### src/rtl/sys_call_unit.sv
// rtl/sys_call_unit.sv - syscall service unit: console record FIFO, string walker, counted exit
module sys_call_unit #(
  parameter int DATA_W     = 32,
  parameter int FIFO_DEPTH = 8,
  parameter int EXIT_DELAY = 500,
  parameter int MAX_STR    = 64
) (
  input  logic              clk,
  input  logic              rst_n,
  input  logic              sc_valid,
  output logic              sc_ready,
  input  logic [DATA_W-1:0] sc_code,
  input  logic [DATA_W-1:0] sc_arg,
  output logic              mem_rd_en,
  output logic [DATA_W-1:0] mem_addr,
  input  logic [7:0]        mem_rdata,
  output logic              con_valid,
  input  logic              con_ready,
  output logic [1:0]        con_type,
  output logic [DATA_W-1:0] con_data,
  output logic              busy,
  output logic              halt,
  output logic              err_code
);

  localparam int PTR_W  = $clog2(FIFO_DEPTH);
  localparam int CNT_W  = PTR_W + 1;
  localparam int SCNT_W = $clog2(MAX_STR + 1);
  localparam int ECNT_W = $clog2(EXIT_DELAY + 1);
  localparam logic [1:0] T_INT  = 2'd0;
  localparam logic [1:0] T_CHAR = 2'd1;

  typedef enum logic [2:0] {
    S_IDLE, S_STR_RD, S_STR_WAIT, S_DRAIN, S_EXIT_CNT, S_HALTED
  } state_t;

  state_t              r_state;
  logic [DATA_W-1:0]   r_addr;
  logic [SCNT_W-1:0]   r_scnt;
  logic [ECNT_W-1:0]   r_ecnt;
  logic                r_halt;
  logic                r_err;

  logic [1:0]          r_fifo_type [FIFO_DEPTH];
  logic [DATA_W-1:0]   r_fifo_data [FIFO_DEPTH];
  logic [PTR_W-1:0]    r_wr_ptr;
  logic [PTR_W-1:0]    r_rd_ptr;
  logic [CNT_W-1:0]    r_count;

  logic                w_full;
  logic                w_empty;
  logic                w_accept;
  logic                w_pop;
  logic                w_push;
  logic [1:0]          w_push_type;
  logic [DATA_W-1:0]   w_push_data;
  logic                w_str_end;

  assign w_full    = (r_count == CNT_W'(FIFO_DEPTH));
  assign w_empty   = (r_count == '0);
  assign w_pop     = !w_empty && con_ready;
  assign w_str_end = (mem_rdata == 8'h00) || (r_scnt == SCNT_W'(MAX_STR));

  // sc_ready is forced low while reset is held so the upstream never sees a handshake in reset
  assign sc_ready  = rst_n && (r_state == S_IDLE) && !w_full;
  assign w_accept  = sc_valid && sc_ready;
  assign mem_rd_en = (r_state == S_STR_RD) && !w_full;
  assign mem_addr  = r_addr;
  assign con_valid = !w_empty;
  assign con_type  = w_empty ? 2'd0 : r_fifo_type[r_rd_ptr];
  assign con_data  = w_empty ? '0 : r_fifo_data[r_rd_ptr];
  assign busy      = (r_state != S_IDLE) || !w_empty;
  assign halt      = r_halt;
  assign err_code  = r_err;

  always_comb begin
    w_push      = 1'b0;
    w_push_type = T_INT;
    w_push_data = '0;
    if (r_state == S_IDLE && w_accept) begin
      if (sc_code == DATA_W'(1)) begin
        w_push      = 1'b1;
        w_push_type = T_INT;
        w_push_data = sc_arg;
      end else if (sc_code == DATA_W'(11)) begin
        w_push      = 1'b1;
        w_push_type = T_CHAR;
        w_push_data = {{(DATA_W-8){1'b0}}, sc_arg[7:0]};
      end
    end else if (r_state == S_STR_WAIT && !w_str_end) begin
      w_push      = 1'b1;
      w_push_type = T_CHAR;
      w_push_data = {{(DATA_W-8){1'b0}}, mem_rdata};
    end
  end

  always_ff @(posedge clk) begin
    if (w_push && (!w_full || w_pop)) begin
      r_fifo_type[r_wr_ptr] <= w_push_type;
      r_fifo_data[r_wr_ptr] <= w_push_data;
    end
  end

  always_ff @(posedge clk or negedge rst_n) begin
    if (!rst_n) begin
      r_wr_ptr <= '0;
      r_rd_ptr <= '0;
      r_count  <= '0;
    end else begin
      if (w_push && (!w_full || w_pop)) r_wr_ptr <= r_wr_ptr + PTR_W'(1);
      if (w_pop) r_rd_ptr <= r_rd_ptr + PTR_W'(1);
      case ({w_push && (!w_full || w_pop), w_pop})
        2'b10:   r_count <= r_count + CNT_W'(1);
        2'b01:   r_count <= r_count - CNT_W'(1);
        default: r_count <= r_count;
      endcase
    end
  end

  always_ff @(posedge clk or negedge rst_n) begin
    if (!rst_n) begin
      r_state <= S_IDLE;
      r_addr  <= '0;
      r_scnt  <= '0;
      r_ecnt  <= '0;
      r_halt  <= 1'b0;
      r_err   <= 1'b0;
    end else begin
      r_err <= 1'b0;
      case (r_state)
        S_IDLE: begin
          if (w_accept) begin
            if (sc_code == DATA_W'(4)) begin
              r_addr  <= sc_arg;
              r_scnt  <= '0;
              r_state <= S_STR_RD;
            end else if (sc_code == DATA_W'(10)) begin
              r_state <= S_DRAIN;
            end else if (sc_code != DATA_W'(1) && sc_code != DATA_W'(11)) begin
              r_err <= 1'b1;
            end
          end
        end
        S_STR_RD: begin
          if (!w_full) r_state <= S_STR_WAIT;
        end
        S_STR_WAIT: begin
          if (w_str_end) begin
            r_state <= S_IDLE;
          end else begin
            r_addr  <= r_addr + DATA_W'(1);
            r_scnt  <= r_scnt + SCNT_W'(1);
            r_state <= S_STR_RD;
          end
        end
        S_DRAIN: begin
          if (w_empty) begin
            r_ecnt  <= ECNT_W'(EXIT_DELAY);
            r_state <= S_EXIT_CNT;
          end
        end
        S_EXIT_CNT: begin
          // the edge that sees the count at 1 is the EXIT_DELAY-th edge after DRAIN
          if (r_ecnt == ECNT_W'(1)) begin
            r_halt  <= 1'b1;
            r_state <= S_HALTED;
          end else begin
            r_ecnt <= r_ecnt - ECNT_W'(1);
          end
        end
        S_HALTED: r_state <= S_HALTED;
        default:  r_state <= S_IDLE;
      endcase
    end
  end

endmodule

### config.mk
export PLATFORM = sky130hd
export DESIGN_NAME = sys_call_unit
export DESIGN_NICKNAME = d
export VERILOG_FILES = /design/src/rtl/sys_call_unit.sv
export SDC_FILE = /design/constraint.sdc
export NUM_CORES = 1
export LEC_CHECK = 0
export CAP_MARGIN = 0
export CORE_MARGIN = 2
export CORE_UTILIZATION = 60
export DETAILED_ROUTE_END_ITERATION = 7
export PLACE_DENSITY = 0.87
export SLEW_MARGIN = 25
export SYNTH_ARGS = -nofsm -noshare
export SYNTH_HDL_FRONTEND = slang
export SYNTH_SLANG_ARGS = --single-unit
### constraint.sdc
create_clock -name clk -period 7.85 [get_ports clk]
set_input_delay 0.785 -clock clk [delete_from_list [all_inputs] [get_ports clk]]
set_output_delay 0.785 -clock clk [all_outputs]
set_load 0.05 [all_outputs]
# After elaboration in Yosys (flattened, before gate mapping)
# Memory sizes are Yosys's and may differ from the RTL's.
# Index checks and enable logic that the tools add are counted.
[totals]
mem_bits_ro = 0
mem_count = 2
reg_bits = 63
mem_bits_rw = 272
out_inout_bits = 72
wordCells = 109
inputBits = 76
latch_bits = 0
[memory_table]
columns = ["memory", "words", "width", "read_ports", "rd_clocked_by_memory_dff", "write_ports", "line", "text"]
rows = [
  ["r_fifo_data", 8, 32, 1, 0, 1, "45", "logic [DATA_W-1:0] r_fifo_data [FIFO_DEPTH];"],
  ["r_fifo_type", 8, 2, 1, 0, 1, "44", "logic [1:0] r_fifo_type [FIFO_DEPTH];"],
]
[classes]
mul = 0
shift = 0
eq_ne = 24
magnitude_cmp = 0
add_sub_neg = 7
mux = 41
reduce_logical = 26
bitwise = 0
n_div = 0
[ops]
columns = ["op", "n"]
rows = [
  ["$mux W32", 6],
  ["$eq A32 B4 Y1 const B", 2],
  ["$pmux W32 S2", 1],
  ["$add A32 B1 Y32 const B", 1],
  ["$eq A32 B1 Y1 const B", 1],
  ["$eq A32 B3 Y1 const B", 1],
  ["$ne A32 B1 Y1 const B", 1],
  ["$ne A32 B4 Y1 const B", 1],
  ["$mux W7", 3],
  ["$mux W3", 6],
  ["$mux W9", 2],
  ["$pmux W3 S6", 1],
  ["$pmux W9 S2", 1],
  ["$mux W8", 2],
  ["$mux W1", 15],
  ["$pmux W7 S2", 1],
  ["$ne A2 B2 Y1 const B", 6],
  ["$eq A9 B1 Y1 const B", 1],
  ["$logic_and A1 B1 Y1", 9],
  ["$sub A9 B1 Y9 const B", 1],
  ["$logic_not A8 Y1", 1],
  ["$pmux W4 S2", 1],
  ["$add A7 B1 Y7 const B", 1],
  ["$eq A7 B7 Y1 const B", 1],
  ["other kinds (22)", 32],
]

# Longest topological paths before layout
[depth]
depth_word = 9
ltp_mapped = 16
ltp_nobuf = 12

# Worst setup path after synthesis
# OpenSTA, ideal clock, no wires.
[synth_path]
path_type = "input to register"
startpoint = "input port sc_code[5]"
endpoint = "memory r_fifo_data[1][0], enable pin"
setup_time_ps = 506
path_buffers = 3
arrival_ps = 5426
required_ps = 7344
path_stages = 9
slack_ps = 1918
cell_sequence = "or4_1 nor2_1 and4_1 buf_6 and4_1 buf_6 o22ai_2 buf_6 nor4_1"
[synth_between]
elab_chain_cells = 7
word_cells_on_any_way = 8
cone_classes = "eq/ne (2); mux (5); reduce/logical (1)"
[synth_lines]
columns = ["item", "line", "text"]
rows = [
  ["start, declared", "12", "input logic [DATA_W-1:0] sc_code,"],
  ["$eq A32 B4 Y1", "85", "end else if (sc_code == DATA_W'(11)) begin"],
  ["$mux W1", "85", ""],
  ["$mux W1 (*)", "81", "if (sc_code == DATA_W'(1)) begin"],
  ["$mux W1 (*)", "80", "if (r_state == S_IDLE && w_accept) begin"],
  ["$logic_and A1 B1 Y1 (*)", "98", "if (w_push && (!w_full || w_pop)) begin"],
  ["$mux W1 (*)", "98", ""],
  ["$mux W1 (implied by the code) (*)", "100", "r_fifo_data[r_wr_ptr] <= w_push_data;"],
  ["end, declared", "45", ""],
]
# Every way passes the cells marked *; elsewhere a longest branch is shown, timed or not.

# Worst setup path after layout
[layout_path]
startpoint = "register r_rd_ptr[0]"
endpoint = "output port con_data[29]"
[layout_between]
elab_chain_cells = 2
[layout_lines]
columns = ["item", "line", "text"]
rows = [
  ["start, declared", "47", "logic [PTR_W-1:0] r_rd_ptr;"],
  ["start signal, assigned", "111", "if (w_pop) r_rd_ptr <= r_rd_ptr + PTR_W'(1);"],
  ["$mem_v2 Z8 W32", "-", ""],
  ["$mux W32", "71", "assign con_data = w_empty ? '0 : r_fifo_data[r_rd_ptr];"],
  ["end, declared", "20", "output logic [DATA_W-1:0] con_data,"],
]
# Every way passes these cells.

==> run summary <==
outcome: completed
NetSw: 0.00218 W
clock root buffer master: sky130_fd_sc_hd__clkbuf_16
worst min-delay path category: in2async
CP top delay family: buffers and inverters
count of H-tree levels built during CTS: 1
fraction of post-synthesis cell area in the top cell type by area: 56.3%
critical path buffer and inverter count: 2
number of gates given a new drive strength after cts: 0
worst-path cell with the longest stage delay: sky130_fd_sc_hd__buf_4
drt pass-1 iters: 7
Detailed Route WL: 34.6 mm
count of input and output buffers: 146
count of nets left with antenna violations after detail routing: 0
number of nets in the final layout: 1134
Clk Latency, worst-skew pair: 550 ps
Pint: 0.00375 W
routed wire length on met2: 17.7 mm
global-route wire length before repair: 52.5 mm
Max Used Layer: met4
Filler cells: 1406
Vert. Die Dim: 157 um
Worst Setup Start Kind: flip-flop
Synthesis Warnings: 0
Post-synth EDFFs: 264
setup tns final: 0 ps
pin count of the biggest net entering global routing: 65
area of the mapped netlist: 14100 um2
worst-case vdd ir drop: 213 uV
number of instances in the synthesized netlist: 902
Core Rows: 56
Met3 Wirelength: 3.13 mm
clock skew: 17.4 ps
routed length per instance: 24.9 um
starting density of the core: 60.5%
unrepaired setup endpoints after global routing: false
end of the worst register-to-register path: r_count[2]
die outline width: 157 um
number of antenna violations at the first check in global routing: 0
commonest cells in the netlist: 264 x sky130_fd_sc_hd__edfxtp_1, 66 x sky130_fd_sc_hd__mux4_2, 63 x sky130_fd_sc_hd__dfrtp_1, 63 x sky130_fd_sc_hd__nor2_1, 41 x sky130_fd_sc_hd__nand2_1
maximum achievable frequency: 0.216 GHz
Post-Place Cells: 1334
fraction of layout instances using a drive strength above 1: 15.0%
Num CTS Buffers: 30
final HPWL from detailed placement: 20.1 mm
RePlAce Congestion: 0.898
total of max-cap violations: 0
type of the worst setup path: reg2out
number of setup violations in the final report: 0
library cell with the highest instance count after synthesis: sky130_fd_sc_hd__edfxtp_1
via/cell ratio: 6.52
# IOs: 148
number of diodes: 0
Syn Area/Cell: 15.6 um2
area of the die: 24700 um2
top flip-flop cell by instance count after synthesis: sky130_fd_sc_hd__edfxtp_1
setup slack of the most critical reg-to-reg path: 4410 ps
remaining max-slew budget at the tightest pin: 39.8%
core area: 23300 um2
number of unique standard cell types used by synthesis: 65
sequential share of power: 38.6%
clock-pin slew of the registers on the worst-case setup and hold paths: 70 ps
remaining global-route overflow: 0
layout overhead on the synthesized area: 20.6%
Pwr per Cell Area: 350 nW/um2
delay of the slowest critical-path stage: 780 ps
TritonCTS clock tree: built
maximum fanout along the worst path: 46
type of destination of the critical path: output pin
final critical-path required period: 4620 ps
final hold violations: 0
Reg2Reg Depth: 12
data arrival time at the worst-slack endpoint: 3840 ps
Gate power share: 35.7%
Synth area leader: sky130_fd_sc_hd__edfxtp_1
count of hold buffers inserted by post-cts repair: 0
flip-flop and latch count after synthesis: 327
cell types occupying the most area after synthesis: sky130_fd_sc_hd__edfxtp_1 56%, sky130_fd_sc_hd__dfrtp_1 11%, sky130_fd_sc_hd__mux4_2 11%
switch share: 36.7%
fraction of the cycle the final worst path needs: 58.9%
count of vias placed by the detailed router: 9068
measured slew at the worst slew-check pin: 903 ps
Synth async-reset ratio: 19.3%
static power due to leakage: 6.30 nW
remaining routing DRC violations: 0
maximum buffer depth of the clock tree: 3
sequential element share of the synthesized area: 67.5%
final non-filler cell total: 1391
cell-by-cell trace of the critical path: buf_4 -> mux4_2 -> mux2i_1 -> nor2_1 -> clkdlybuf4s50_1
Sink Count: 327
part of the total power dissipated in the clock network: 25.7%
number of buffers inserted to repair setup after CTS: 0
final-report max-slew violation count: 0
net count of the mapped netlist: 988
data required time at the worst endpoint: 7070 ps
via count of the first global-routing pass: 8986
met1 layer wirelength in the final routing: 12.7 mm
Global Route Usage Sum: 28.7%
worst reg2reg startpoint: r_count[1]
DRC marker count from the first detailed-route iteration: 887
kinds of logic after synthesis:
| kind of cell | share of synthesized area [%] |
|---|---|
| mux | 13.3 |
| xor+xnor | 0.934 |
| flops | 67.5 |
| simple gates | 8.45 |
| compound gates | 6.79 |
| other cells | 0.0267 |
| fa+ha+maj | 0.889 |
| buf+inv | 2.07 |
through the flow:
stage / cell area (um2) / hold slack, ps / total power (W) / worst slack, ps / utilization, %
2_1_floorplan: 14100 / 448 / 0.00374 / 1920 / -
3_3_place_gp: 15900 / 468 / 0.00436 / 3580 / 68.4
3_5_place_dp: 15900 / 480 / 0.00441 / 3470 / 68.4
5_1_grt: 17000 / 543 / 0.00615 / 3030 / 72.9
6_report: 17000 / 472 / 0.00593 / 3230 / 72.9
4_1_cts: 16900 / 506 / 0.00593 / 3170 / 72.8
cell usage in the layout, fill, tap and decap left out, types with 7 or more instances in the layout:
cell / instances
sky130_fd_sc_hd__a22o_1: 8
sky130_fd_sc_hd__edfxtp_1: 264
sky130_fd_sc_hd__nand4_1: 10
sky130_fd_sc_hd__nor4_1: 11
sky130_fd_sc_hd__o22ai_1: 9
sky130_fd_sc_hd__buf_4: 19
sky130_fd_sc_hd__nor2_1: 62
sky130_fd_sc_hd__mux2i_1: 35
sky130_fd_sc_hd__nor3_1: 10
sky130_fd_sc_hd__xnor2_1: 7
sky130_fd_sc_hd__nand2_1: 41
sky130_fd_sc_hd__clkdlybuf4s50_1: 145
sky130_fd_sc_hd__and2_1: 30
sky130_fd_sc_hd__dfrtp_1: 60
sky130_fd_sc_hd__o21ai_0: 40
sky130_fd_sc_hd__inv_1: 15
sky130_fd_sc_hd__ha_1: 10
sky130_fd_sc_hd__mux4_2: 66
sky130_fd_sc_hd__nand3_1: 29
sky130_fd_sc_hd__a31oi_1: 8
sky130_fd_sc_hd__nor4_2: 7
sky130_fd_sc_hd__xor2_1: 8
sky130_fd_sc_hd__clkbuf_16: 31
sky130_fd_sc_hd__a21oi_1: 38
sky130_fd_sc_hd__clkinv_2: 8
layout make-up:
| cell class | count | area [um2] | share of cell area, % |
|---|---|---|---|
| multi-input combinational | 508 | 4340 | 25.6 |
| sequential | 327 | 9510 | 56.1 |
| tap | 319 | 399 | 2.35 |
| inverter | 15 | 56.3 | 0.332 |
| clock inverter | 19 | 216 | 1.28 |
| timing repair buffer | 166 | 1630 | 9.59 |
| clock buffer | 37 | 818 | 4.82 |
worst max-delay path by stage:
stage	startpoint	to	slack, ps	cells after the start
final	r_rd_ptr[0]	con_data[29]	3230	5
after global routing	r_rd_ptr[0]	con_data[29]	3030	5
after CTS	r_rd_ptr[0]	con_data[29]	3170	5
after detailed placement	sc_code[4]	r_count[2]	3470	13
after global placement	sc_code[5]	r_count[2]	3580	13
after floorplan	sc_code[5]	r_fifo_data[1][0]	1920	9
registers in the layout (all words and copies together), names as in the netlist, 4 cells and up:
signal / cells
r_scnt: 7
r_fifo_data: 256
r_ecnt: 9
r_count: 4
r_fifo_type: 8
mem_addr: 32
power groups by stage:
stage	Combinational, W	Clock, W	Sequential [W]
3_5_place_dp	0.00209	0	0.00231
3_3_place_gp	0.00206	0	0.00231
4_1_cts	0.00212	0.00153	0.00228
2_1_floorplan	0.00132	0	0.00242
6_report	0.00212	0.00152	0.00229
5_1_grt	0.00224	0.00159	0.00231
worst register-to-register path, delay by kind of cell (launching register included):
| kind | cells | cell delay [ps] |
|---|---|---|
| flip-flops | 1 | 470 |
| AND/OR/NAND/NOR | 5 | 1160 |
| XOR/XNOR | 3 | 410 |
| AO/OA/AOI/OAI | 2 | 720 |
| adder cells (fa/ha/maj) | 2 | 570 |
per-layer routing:
layer | vias to the layer above | GRT usage (%)
li1 | 3848 | -
met1 | 4518 | 38.4
met2 | 616 | 48.5
met3 | 86 | 4.30
met4 | 0 | 10.6
met5 | - | 0
(Power assumes the default switching activity.)
